[config.mk]
export PLATFORM = sky130hd
export DESIGN_NAME = serial_pattern_gen
export DESIGN_NICKNAME = d
export VERILOG_FILES = /design/src/rtl/serial_pattern_gen_pkg.sv /design/src/rtl/piso_shreg.sv /design/src/rtl/serial_pattern_gen.sv
export SDC_FILE = /design/constraint.sdc
export NUM_CORES = 1
export LEC_CHECK = 0
export ABC_AREA = 1
export BUFFER_PORTS_ARGS = -buffer_cell sky130_fd_sc_hd__buf_2
export CAP_MARGIN = 0
export CORE_MARGIN = 5
export CORE_UTILIZATION = 44
export CTS_CLUSTER_DIAMETER = 40
export DETAILED_ROUTE_END_ITERATION = 16
export GPL_TIMING_DRIVEN = 0
export PLACE_DENSITY = 0.71
export SLEW_MARGIN = 10
export SYNTH_ARGS = -nofsm -noshare
export SYNTH_HDL_FRONTEND = slang
export SYNTH_SLANG_ARGS = --single-unit
[constraint.sdc]
create_clock -name clk -period 1.34 [get_ports clk]
set_clock_uncertainty 0.05 [all_clocks]
set_input_delay 0.201 -clock clk [delete_from_list [all_inputs] [get_ports clk]]
set_output_delay 0.201 -clock clk [all_outputs]
set_load 0.1 [all_outputs]
[src/rtl/serial_pattern_gen_pkg.sv]
// Shared types and helpers for the serial pattern generator.
package serial_pattern_gen_pkg;

  typedef enum logic [1:0] {
    StIdle,
    StShift,
    StGap
  } state_e;

  // Counter width able to hold 0..n-1; never narrower than one bit.
  function automatic int unsigned cnt_width(input int unsigned n);
    return (n < 2) ? 1 : $clog2(n);
  endfunction

endpackage

[src/rtl/piso_shreg.sv]
// Parallel-load shift register with selectable bit order and a look-ahead serial output.
module piso_shreg #(
  parameter int unsigned WIDTH     = 18,
  parameter bit          MSB_FIRST = 1'b1
) (
  input  logic             clk,
  input  logic             rst,
  input  logic             i_load,
  input  logic             i_shift,
  input  logic [WIDTH-1:0] i_din,
  output logic             o_sout_nxt
);

  logic [WIDTH-1:0] r_data;
  logic [WIDTH-1:0] w_data_nxt;

  // Next contents: parallel load wins over shift.
  always_comb begin
    w_data_nxt = r_data;
    if (i_load) begin
      w_data_nxt = i_din;
    end else if (i_shift) begin
      if (MSB_FIRST) w_data_nxt = {r_data[WIDTH-2:0], 1'b0};
      else           w_data_nxt = {1'b0, r_data[WIDTH-1:1]};
    end
  end

  // Shift register state.
  always_ff @(posedge clk or posedge rst) begin
    if (rst) r_data <= '0;
    else     r_data <= w_data_nxt;
  end

  // Bit that will be on the serial line after this edge; lets the parent register X directly.
  assign o_sout_nxt = MSB_FIRST ? w_data_nxt[WIDTH-1] : w_data_nxt[0];

endmodule

[src/rtl/serial_pattern_gen.sv]
// Parallel-to-serial stimulus generator: valid/ready word load, one-deep hold, optional idle gap.
module serial_pattern_gen
  import serial_pattern_gen_pkg::*;
#(
  parameter int unsigned WIDTH      = 18,
  parameter bit          MSB_FIRST  = 1'b1,
  parameter int unsigned GAP_CYCLES = 0,
  parameter bit          IDLE_VAL   = 1'b0
) (
  input  logic             clk,
  input  logic             rst,
  input  logic             load,
  input  logic [WIDTH-1:0] din,
  output logic             ready,
  output logic             X,
  output logic             busy,
  output logic             done
);

  localparam int unsigned CntW    = cnt_width(WIDTH);
  localparam int unsigned GapW    = cnt_width(GAP_CYCLES);
  localparam int unsigned GapLstI = (GAP_CYCLES > 0) ? GAP_CYCLES - 1 : 0;
  localparam logic [CntW-1:0] LastCnt = CntW'(WIDTH - 1);
  localparam logic [GapW-1:0] GapLast = GapW'(GapLstI);

  state_e            r_state, w_state_nxt;
  logic [CntW-1:0]   r_cnt, w_cnt_nxt;
  logic [GapW-1:0]   r_gap, w_gap_nxt;
  logic [WIDTH-1:0]  r_hold;
  logic              r_hold_full, w_hold_full_nxt;
  logic              r_ready, r_x, r_busy, r_done;
  logic              w_accept, w_sh_load, w_sh_shift, w_sout_nxt;

  // ready is registered, so a load on the draining edge is ignored by construction.
  assign w_accept = load & r_ready;

  piso_shreg #(
    .WIDTH    (WIDTH),
    .MSB_FIRST(MSB_FIRST)
  ) u_piso_shreg (
    .clk       (clk),
    .rst       (rst),
    .i_load    (w_sh_load),
    .i_shift   (w_sh_shift),
    .i_din     (r_hold),
    .o_sout_nxt(w_sout_nxt)
  );

  // Next-state, counters and shift-register control.
  always_comb begin
    w_state_nxt = r_state;
    w_cnt_nxt   = r_cnt;
    w_gap_nxt   = r_gap;
    w_sh_load   = 1'b0;
    w_sh_shift  = 1'b0;
    unique case (r_state)
      StIdle: begin
        if (r_hold_full) begin
          w_sh_load   = 1'b1;
          w_cnt_nxt   = '0;
          w_state_nxt = StShift;
        end
      end
      StShift: begin
        if (r_cnt == LastCnt) begin
          w_cnt_nxt = '0;
          if (r_hold_full) begin
            // Queued word follows with no bubble.
            w_sh_load = 1'b1;
          end else if (GAP_CYCLES > 0) begin
            w_gap_nxt   = '0;
            w_state_nxt = StGap;
          end else begin
            w_state_nxt = StIdle;
          end
        end else begin
          w_sh_shift = 1'b1;
          w_cnt_nxt  = r_cnt + CntW'(1);
        end
      end
      StGap: begin
        if (r_gap == GapLast) w_state_nxt = StIdle;
        else                  w_gap_nxt   = r_gap + GapW'(1);
      end
      default: w_state_nxt = StIdle;
    endcase
    w_hold_full_nxt = (r_hold_full & ~w_sh_load) | w_accept;
  end

  // State, counters, hold register and registered outputs.
  always_ff @(posedge clk or posedge rst) begin
    if (rst) begin
      r_state     <= StIdle;
      r_cnt       <= '0;
      r_gap       <= '0;
      r_hold      <= '0;
      r_hold_full <= 1'b0;
      r_ready     <= 1'b1;
      r_x         <= IDLE_VAL;
      r_busy      <= 1'b0;
      r_done      <= 1'b0;
    end else begin
      r_state     <= w_state_nxt;
      r_cnt       <= w_cnt_nxt;
      r_gap       <= w_gap_nxt;
      r_hold_full <= w_hold_full_nxt;
      r_ready     <= ~w_hold_full_nxt;
      r_x         <= (w_state_nxt == StShift) ? w_sout_nxt : IDLE_VAL;
      r_busy      <= (w_state_nxt != StIdle);
      r_done      <= (w_state_nxt == StShift) && (w_cnt_nxt == LastCnt);
      if (w_accept) r_hold <= din;
    end
  end

  assign ready = r_ready;
  assign X     = r_x;
  assign busy  = r_busy;
  assign done  = r_done;

endmodule

==> impl_metrics.json, run 1 <==
{
  "die_area_sq_um": 6188,
  "hold_violations": 0,
  "min_path_type": "primary input to async pin",
  "crit_path_cell_trace": "inv_2 > ha_4 > nand3_4 > a21oi_4 > nor2_4 > buf_6 > nand2_2 > nand3_2",
  "nets": 269,
  "cap_viol_max_count": 0,
  "cts-root-buf": "clkbuf_8",
  "io_buffers": 24,
  "hpwl_mm": 2.424,
  "post-route-min-period_ns": 1.447,
  "clk_pin_slew_ns": 0.10,
  "cp.depth": 8,
  "synth_xor_area_share_pct": 0,
  "fill_cells": 385,
  "p_per_area_nw_per_um2": 2276,
  "start_kind": "register",
  "final_common_cell": "dfrtp_1",
  "synth_fa_ha_area_share_pct": 1.206,
  "top_layer_used": "met4",
  "grt_antenna_before_repair": 0,
  "post-route-period-util_pct": 108.0,
  "power_leakage_nw": 1.372,
  "setup_slack_ns": -0.1070,
  "synth_cells": 204,
  "path_class": "register to register",
  "drtPass1Iterations": 4,
  "slew_viol_final": 0,
  "drt.antenna.violating_nets": 0,
  "first_iter_violations": 80,
  "viasPerCell": 4.950,
  "met2WireLength_mm": 2.008,
  "synth-compound-area-share_pct": 2.895,
  "multi_input_area_sq_um": 930.9,
  "drt-total-wl_mm": 3.965,
  "rsz0062_at_grt": "true",
  "tightest_slew_ns": 1.017,
  "power.switching_mw": 2.297,
  "synth_edf_count": 0,
  "synth_cell_types": 23,
  "fp.dieH_um": 78.67,
  "r2r-end": "u_piso_shreg.r_data[14]",
  "cp-startpoint": "r_cnt[1]",
  "required_ns": 1.48,
  "p_int_mw": 3.913,
  "r2r_slack_ns": -0.11,
  "cts_buffer_depth": 2,
  "ir_worst_vdd_v": 0.001036,
  "synthMuxAreaShare_pct": 9.228,
  "setup_viol": 25,
  "clk_latency_ns": 0.31,
  "yosys_warnings": 0,
  "syn_avg_cell_area_sq_um": 10.17,
  "max_freq_ghz": 0.6911,
  "max_slew_margin_pct": 32.08,
  "core-area_sq_um": 4661,
  "p_sw_share_pct": 36.99,
  "num_vias": 1490,
  "synth_area_sq_um": 2074,
  "cts_buffers": 5,
  "comb_power_share_pct": 41.2,
  "status": "finished with violations",
  "placed_area_sq_um": 2317,
  "final_area_sq_um": 2729,
  "fp.dieW_um": 78.67,
  "path_buf_inv": 2,
  "grt_pass1_vias": 1466,
  "grt-ovfl-total": 0,
  "wl_met3_um": 127,
  "ys_ff_latch": 48,
  "antenna_cells": 0,
  "ios": 25,
  "gp_congestion": 0.7802,
  "violations": "setup timing",
  "r2r_cells": 8,
  "final_cell_mix": "dfrtp_1, nand2_1, nand2_2, buf_2, mux2_2",
  "grt_max_degree": 49,
  "grt_first_pass_wirelength_mm": 6.775,
  "synth_fp_nets": 227,
  "async_reset_ff_share_pct": 100.0,
  "seq_power_share_pct": 41.1,
  "crit_end": "u_piso_shreg.r_data[14]",
  "wl_per_cell_um": 13.17,
  "initial_utilization_pct": 44.51,
  "grt_util_all_layers_pct": 14.33,
  "slowest_delay_ns": 0.40,
  "row_count": 25,
  "cts_hold_buf": 0,
  "r2r_start": "r_cnt[1]",
  "synth_top_family_by_area": "simple AND/OR/NAND/NOR gates",
  "syn_to_final_growth_pct": 31.54,
  "regArea_sq_um": 1209,
  "yosys.area_share.simple_pct": 22.20,
  "m1WireLength_mm": 1.755,
  "clock-sinks": 48,
  "clock_power_share_pct": 17.8,
  "arrival_ns": 1.59,
  "endpoint_kind": "register",
  "drive_gt1_share_pct": 51.42,
  "cp_max_fo": 5,
  "synth_ff_type": "dfrtp_1",
  "route.detailed.drc": 0,
  "critical_path.slowest_cell": "dfrtp_1",
  "critical-path-top-delay-family": "flip-flops",
  "cts_tree": "done",
  "power_mw": 6.210,
  "synth-seq-area-share_pct": 57.96,
  "h-tree-depth": 2
}
==> logic make-up (layout without fill, tap and decap cells) <==
logic type / count (synthesis) / count (layout)
DFF: 48 / 48
muxes: 17 / 17
adders and majority gates: 2 / 2
buffers and inverters: 23 / 66
other: 1 / 1
and+or+nand+nor: 104 / 104
AOI/OAI and AO/OA: 9 / 9
==> cells in the mapped netlist (2+ instances only) <==
cell type	n	area share, %
inv_1	15	2.7
nand2_1	68	12
ha_1	2	1.2
nand4_1	2	0.60
mux2_2	17	9.2
buf_2	3	0.72
nor2_1	6	1.1
buf_6	3	1.6
a21oi_1	2	0.48
nor2_4	2	1.1
dfrtp_1	47	57
o21ai_0	5	1.2
nand3_1	22	5.3
==> per-layer routing <==
layer | global-route usage, % | vias up
met2 | 23.51 | 24
li1 | - | 738
met5 | 0 | -
met4 | 4.720 | 0
met3 | 4.587 | 6
met1 | 17.84 | 722
==> repair_timing <==
item	in CTS	in global routing
gates resized for setup	30	28
cloned	2	0
setup buffers	7	2
pin swaps	4	9
endpoints found under the setup margin	25	27
==> registers in the layout (all words and copies together) (netlist names) <==
name,flops
done,1
r_cnt,5
u_piso_shreg.r_data,18
r_hold,18
X,1
ready,1
r_hold_full,1
busy,1
r_state,2
==> worst min path at each step <==
stage,end,slack (ns),from
after floorplan,X,0.18,rst
after global placement,r_hold[13],0.38,din[13]
after detailed placement,r_hold[7],0.39,din[7]
after CTS,r_hold[1],0.07,din[1]
after global routing,r_hold[15],0.06,din[15]
final,r_state[0],0.06,rst
==> cell type report <==
| class | count | area share [%] |
|---|---|---|
| Buffer | 7 | 3.072 |
| Clock buffer | 6 | 3.026 |
| Timing Repair Buffer | 35 | 9.078 |
| Clock inverter | 2 | 1.421 |
| Multi-Input combinational cell | 133 | 34.11 |
| Inverter | 16 | 2.522 |
| Tap cell | 54 | 2.476 |
| Sequential cell | 48 | 44.29 |
==> power by group through the flow <==
| stage | Combinational [mW] | Clock, mW | Sequential, mW |
|---|---|---|---|
| 2_1_floorplan | 1.30 | 0 | 2.72 |
| 3_3_place_gp | 1.86 | 0 | 2.49 |
| 3_5_place_dp | 1.91 | 0 | 2.50 |
| 4_1_cts | 2.34 | 1.11 | 2.48 |
| 5_1_grt | 2.82 | 1.18 | 2.62 |
| 6_report | 2.56 | 1.10 | 2.55 |
==> stage by stage <==
step / setup slack [ns] / hold slack [ns] / utilization (%) / TNS (ns) / instances
after floorplan: -0.08760 / 0.1803 / - / -2.531 / 204
after global placement: -0.2209 / 0.3823 / 49.72 / -3.772 / 282
after detailed placement: -0.2423 / 0.3868 / 49.72 / -4.216 / 282
after CTS: -0.1719 / 0.06668 / 56.05 / -3.265 / 299
after global routing: -0.1942 / 0.05872 / 58.55 / -3.793 / 301
final: -0.1070 / 0.06394 / 58.55 / -1.881 / 301
==> worst reg2reg max path, cell delays in order (launching register included) <==
cell     delay [ns]
dfrtp_1        0.40
inv_2          0.08
ha_4           0.13
nand3_4        0.12
a21oi_4        0.20
nor2_4         0.08
buf_6          0.14
nand2_2        0.07
nand3_2        0.08
(Power assumes the default switching activity.)
==> run 2: changes to the inputs <==
- CTS_BUF_LIST: not set -> sky130_fd_sc_hd__clkbuf_4
- CTS_CLUSTER_DIAMETER: 40 -> not set
- PLACE_DENSITY: 0.71 -> 0.73
==> run 2 against run 1 <==
  * The run ends with hold timing, setup timing left
  * Total power increased by 0.75%
  * Highest routed layer unchanged
  * Sequential cell count unchanged
  * Routed wire length increased by 6.0%
  * Via count increased by 2.9%
  * Largest power group unchanged
  * Global-route usage increased by 0.79 points
==> impl_metrics.json, run 2 (same netlist as run 1, synthesis figures left out) <==
{
  "antenna_cells": 0,
  "syn_to_final_growth_pct": 39.99,
  "seq_power_share_pct": 41.1,
  "max_freq_ghz": 0.6739,
  "start_kind": "register",
  "rsz0062_at_grt": "true",
  "comb_power_share_pct": 45.2,
  "clock-sinks": 48,
  "tightest_slew_ns": 0.9976,
  "viasPerCell": 4.836,
  "max_slew_margin_pct": 33.35,
  "power.switching_mw": 2.387,
  "final_common_cell": "dfrtp_1",
  "critical_path.slowest_cell": "dfrtp_1",
  "p_per_area_nw_per_um2": 2155,
  "cts_tree": "done",
  "drt-total-wl_mm": 4.204,
  "grt-ovfl-total": 0,
  "path_class": "register to register",
  "slowest_delay_ns": 0.42,
  "nets": 285,
  "initial_utilization_pct": 44.51,
  "cts_buffer_depth": 2,
  "clk_pin_slew_ns": 0.14,
  "cp.depth": 9,
  "path_buf_inv": 3,
  "final_cells": 317,
  "grt_max_degree": 49,
  "num_vias": 1533,
  "crit_top_cell": "buf_6",
  "wl_per_cell_um": 13.26,
  "first_iter_violations": 38,
  "holdWs_ns": -0.01517,
  "grt_util_all_layers_pct": 15.12,
  "multi_input_area_sq_um": 973.4,
  "ios": 25,
  "min_path_type": "primary input to async pin",
  "h-tree-depth": 2,
  "fill_cells": 360,
  "power_leakage_nw": 1.467,
  "endpoint_kind": "register",
  "die_area_sq_um": 6188,
  "p_int_mw": 3.870,
  "required_ns": 1.54,
  "drt.antenna.violating_nets": 0,
  "slew_viol_final": 0,
  "fp.dieH_um": 78.67,
  "crit_path_cell_trace": "inv_2 > ha_4 > nand3_4 > a21oi_4 > buf_6 > nor2_4 > buf_6 > nand2_2 > nand3_2",
  "top_regs": "r_hold (18), u_piso_shreg.r_data (18), r_cnt (5)",
  "ir_worst_vdd_v": 0.001030,
  "dpl.cell_count": 282,
  "cts_buffers": 5,
  "setup_viol": 26,
  "p_sw_share_pct": 38.14,
  "grt_antenna_before_repair": 0,
  "pre_cts_slack_ns": -0.2582,
  "clk_latency_ns": 0.37,
  "cap_viol_max_count": 0,
  "final_cell_mix": "dfrtp_1, nand2_1, buf_2",
  "route.detailed.drc": 0,
  "post-route-period-util_pct": 110.7,
  "gp_congestion": 0.8033,
  "drive_gt1_share_pct": 52.47,
  "violations": "hold timing, setup timing",
  "status": "finished with violations",
  "arrival_ns": 1.69,
  "core-area_sq_um": 4661,
  "io_buffers": 24,
  "r2r_cells": 9,
  "drtPass1Iterations": 4,
  "tns_ns": -2.770,
  "post-route-min-period_ns": 1.484,
  "row_count": 25,
  "r2r_slack_ns": -0.14,
  "hpwl_mm": 2.522,
  "grt_pass1_vias": 1596,
  "hold_violations": 35,
  "cp_max_fo": 5,
  "clock_power_share_pct": 13.7,
  "grt_first_pass_wirelength_mm": 7.293,
  "setup_slack_ns": -0.1440,
  "cts-root-buf": "clkbuf_4",
  "regArea_sq_um": 1209,
  "fp.dieW_um": 78.67,
  "critical-path-top-delay-family": "flip-flops"
}
==> run 2: what timing repair did <==
action                                  4_1_cts  5_1_grt
hold buffers                                  4        5
endpoints found under the setup margin       28       28
endpoints found under the hold margin         4        5
buffers inserted                              9        6
cloned                                        3        0
pin swaps                                    13        4
resized for setup                            49       25
==> run 2: stage by stage <==
step	total power [mW]	util, %	area, sq um	hold WS [ns]
6_report	6.257	62.31	2904	-0.01517
2_1_floorplan	4.029	-	2130	0.1803
3_3_place_gp	4.353	49.72	2317	0.3827
4_1_cts	5.938	58.34	2719	0.001731
5_1_grt	6.694	62.31	2904	0.00006845
3_5_place_dp	4.442	49.72	2317	0.3878
==> run 2: power by group through the flow <==
| stage | logic, mW | clock network (mW) | registers, mW |
|---|---|---|---|
| detailed placement | 1.93 | 0 | 2.52 |
| global placement | 1.86 | 0 | 2.49 |
| floorplan | 1.30 | 0 | 2.72 |
| CTS | 2.54 | 0.881 | 2.52 |
| global route | 3.10 | 0.937 | 2.65 |
| finish | 2.83 | 0.854 | 2.57 |
==> run 2: worst register-to-register path, delay by kind of cell (launching register included) <==
kind | cells | cell delay, ns
DFF | 1 | 0.42
buffers and inverters | 3 | 0.33
and+or+nand+nor | 4 | 0.28
AOI/OAI and AO/OA | 1 | 0.17
adders and majority gates | 1 | 0.13
==> run 2: final timing paths <==
path,startpoint,to
max,r_cnt[1],u_piso_shreg.r_data[7]
min,rst,u_piso_shreg.r_data[2]
max reg2reg,r_cnt[1],u_piso_shreg.r_data[7]
min reg2reg,r_hold[3],u_piso_shreg.r_data[3]
max in group asynchronous,rst,r_cnt[0]
min in group clk,din[16],r_hold[16]
==> run 2: area by class of cell <==
class	count	share of cell area, %
plain buffers	7	2.801
clock buffers	6	1.551
clock inverters	2	1.206
inverters	16	2.542
multi-input cells	133	33.52
flip-flops and latches	48	41.62
well taps	54	2.327
repair buffers	51	14.43
==> run 2: routing by layer <==
layer / share of wire [%] / up-vias / track usage [%] / routed length (um)
met1: 42 / 742 / 19.08 / 1786
met4: 1.7 / 0 / 5.769 / 72
met5: 0 / - / 0 / 0
li1: - / 766 / - / -
met2: 53 / 19 / 24.96 / 2221
met3: 3.0 / 6 / 3.784 / 125
==> run 3: changes to the inputs <==
- PLACE_DENSITY: 0.73 -> not set
- PLACE_DENSITY_LB_ADDON: not set -> 0.15
- SYNTH_HIERARCHICAL: not set -> 1
==> run 3 against run 2 <==
  * The run ends with setup timing left
  * Combinational power increased by 5%
  * Utilization increased by 0.98 points
  * Global-route usage fell by 0.43 points
  * Cell count grew 5.7%
  * Synthesized cell count up 2.0%
  * Via count grew 5.8%
  * Clock power down 22%
  * Setup slack worse by 0.12 ns
  * Total power fell by 1.4%
  * Critical path type unchanged
==> impl_metrics.json, run 3 <==
{
  "ir_worst_vdd_v": 0.001191,
  "holdPathEnd": "r_hold[16]",
  "syn_avg_cell_area_sq_um": 10.32,
  "synth_ff_type": "dfrtp_1",
  "first_iter_violations": 72,
  "grt-ovfl-total": 0,
  "fill_cells": 388,
  "power_leakage_nw": 1.478,
  "clk_pin_slew_ns": 0.13,
  "final_common_cell": "dfrtp_1",
  "row_count": 25,
  "status": "finished with violations",
  "r2r_slack_ns": -0.27,
  "power_mw": 6.170,
  "final_cells": 335,
  "final_cell_mix": "dfrtp_1, nand2_1, nand3_1",
  "synthTopCellsByCount": "nand2_1, dfrtp_1, nand3_1, mux2_2, inv_1",
  "tns_ns": -4.879,
  "viasPerCell": 4.842,
  "synth_cell_types": 28,
  "grt_max_degree": 31,
  "arrival_ns": 1.80,
  "cap_viol_max_count": 0,
  "post-route-period-util_pct": 119.9,
  "ys_ff_latch": 48,
  "dpl.cell_count": 299,
  "netlist.area_leader.share_pct": 54.78,
  "drtPass1Iterations": 5,
  "cp_max_fo": 6,
  "post-route-min-period_ns": 1.606,
  "top_regs": "r_hold (18), u_piso_shreg/r_data (18), r_cnt (5)",
  "cts_buffer_depth": 2,
  "path_class": "register to register",
  "core-area_sq_um": 4723,
  "r2r-end": "u_piso_shreg/r_data[5]",
  "antenna_cells": 0,
  "wl_per_cell_um": 13.68,
  "tightest_slew_ns": 0.7189,
  "num_vias": 1622,
  "drt-total-wl_mm": 4.583,
  "max_freq_ghz": 0.6226,
  "placed_area_sq_um": 2421,
  "fp.dieW_um": 79.86,
  "drive_gt1_share_pct": 54.48,
  "async_reset_ff_share_pct": 100.0,
  "hold_violations": 0,
  "fp.dieH_um": 79.86,
  "die_area_sq_um": 6377,
  "required_ns": 1.54,
  "yosys_warnings": 6,
  "syn_to_final_growth_pct": 39.22,
  "setup_slack_ns": -0.2663,
  "holdWs_ns": 0.01694,
  "clock-sinks": 48,
  "cts-root-buf": "clkbuf_4",
  "synth_area_sq_um": 2147,
  "cts_tree": "done",
  "min_path_type": "primary input to register",
  "grt_first_pass_wirelength_mm": 7.300,
  "worstHoldStart": "din[16]",
  "endpoint_kind": "register",
  "grt_util_all_layers_pct": 14.69,
  "slew_viol_final": 0,
  "setup_viol": 28,
  "grt_pass1_vias": 1579,
  "start_kind": "register",
  "yosysTopAreaCell": "dfrtp_1",
  "rsz0062_at_grt": "true",
  "nets": 290,
  "grt_antenna_before_repair": 0,
  "r2r_start": "r_cnt[1]",
  "route.detailed.drc": 0,
  "final_area_sq_um": 2989,
  "initial_utilization_pct": 45.46,
  "drt.antenna.violating_nets": 0,
  "whs_path_depth": 2,
  "clk_latency_ns": 0.35,
  "h-tree-depth": 2,
  "cts_buffers": 5,
  "synth_cells": 208,
  "pre_cts_slack_ns": -0.3596,
  "io_buffers": 24,
  "synth_area_leaders": "dfrtp_1, mux2_2, nand2_1",
  "fin_util_pct": 63.28,
  "hpwl_mm": 2.833,
  "violations": "setup timing",
  "p_per_area_nw_per_um2": 2064,
  "max_slew_margin_pct": 52.02,
  "synth_fp_nets": 231,
  "ios": 25,
  "synth_edf_count": 0,
  "gp_congestion": 0.8199,
  "r2r_cells": 9,
  "yosysMostFrequentCell": "nand2_1",
  "synth-seq-area-share_pct": 56.00
}
-- run 3: where the power goes --
group / total (mW) / leakage (nW) / switching (mW) / internal [mW]
logic: 2.97 / 0.856 / 1.54 / 1.43
registers: 2.53 / 0.588 / 0.432 / 2.10
clock network: 0.669 / 0.0338 / 0.426 / 0.243
-- run 3: critical path, cell delays in order (launching register included) --
cell	delay, ns
dfrtp_1	0.41
inv_2	0.08
ha_4	0.14
nand3_4	0.12
o21ai_4	0.20
buf_6	0.16
nor2_8	0.05
clkbuf_16	0.16
nand2_2	0.06
nand3_2	0.06
-- run 3: repair_timing --
| action | in CTS | in global routing |
|---|---|---|
| gates cloned | 0 | 1 |
| pin swaps | 6 | 11 |
| endpoints found under the hold margin | 18 | 33 |
| setup endpoints to repair | 33 | 25 |
| gates resized for setup | 36 | 33 |
| setup buffers | 13 | 9 |
| hold buffers | 1 | 5 |
-- run 3: worst max-delay path by stage --
stage,startpoint,to,slack (ns),depth (start not counted)
floorplan,r_cnt[1],X,-0.16,11
global placement,r_cnt[1],X,-0.36,10
detailed placement,r_cnt[1],X,-0.36,10
CTS,r_cnt[1],u_piso_shreg/r_data[6],-0.26,9
global route,r_cnt[1],u_piso_shreg/r_data[8],-0.34,9
finish,r_cnt[1],u_piso_shreg/r_data[5],-0.27,9
-- run 3: cell families (layout without fill, tap and decap cells) --
family,after synthesis,in the layout,share of synthesized area (%)
and+or+nand+nor,110,110,25.52
DFF,48,48,56.00
buffers and inverters,23,83,5.827
muxes,18,18,9.440
AOI/OAI and AO/OA,6,6,1.865
adders and majority gates,2,2,1.165
other,1,1,0.1747
-- run 3: cell type report --
| class | instances | area, sq um | area share [%] |
|---|---|---|---|
| Multi-Input combinational cell | 137 | 1065 | 35.62 |
| Inverter | 16 | 67.56 | 2.260 |
| Sequential cell | 48 | 1211 | 40.52 |
| Clock buffer | 7 | 52.55 | 1.758 |
| Buffer | 6 | 81.33 | 2.721 |
| Tap cell | 67 | 83.83 | 2.805 |
| Timing Repair Buffer | 53 | 424.2 | 14.19 |
| Clock inverter | 1 | 3.754 | 0.1256 |
-- run 3: metal layers --
layer / vias to the layer above / wire length (um) / GRT usage (%)
met3: 9 / 131 / 4.063
met1: 782 / 1834 / 18.31
li1: 807 / - / -
met5: - / 0 / 0
met2: 24 / 2550 / 24.96
met4: 0 / 66 / 4.054
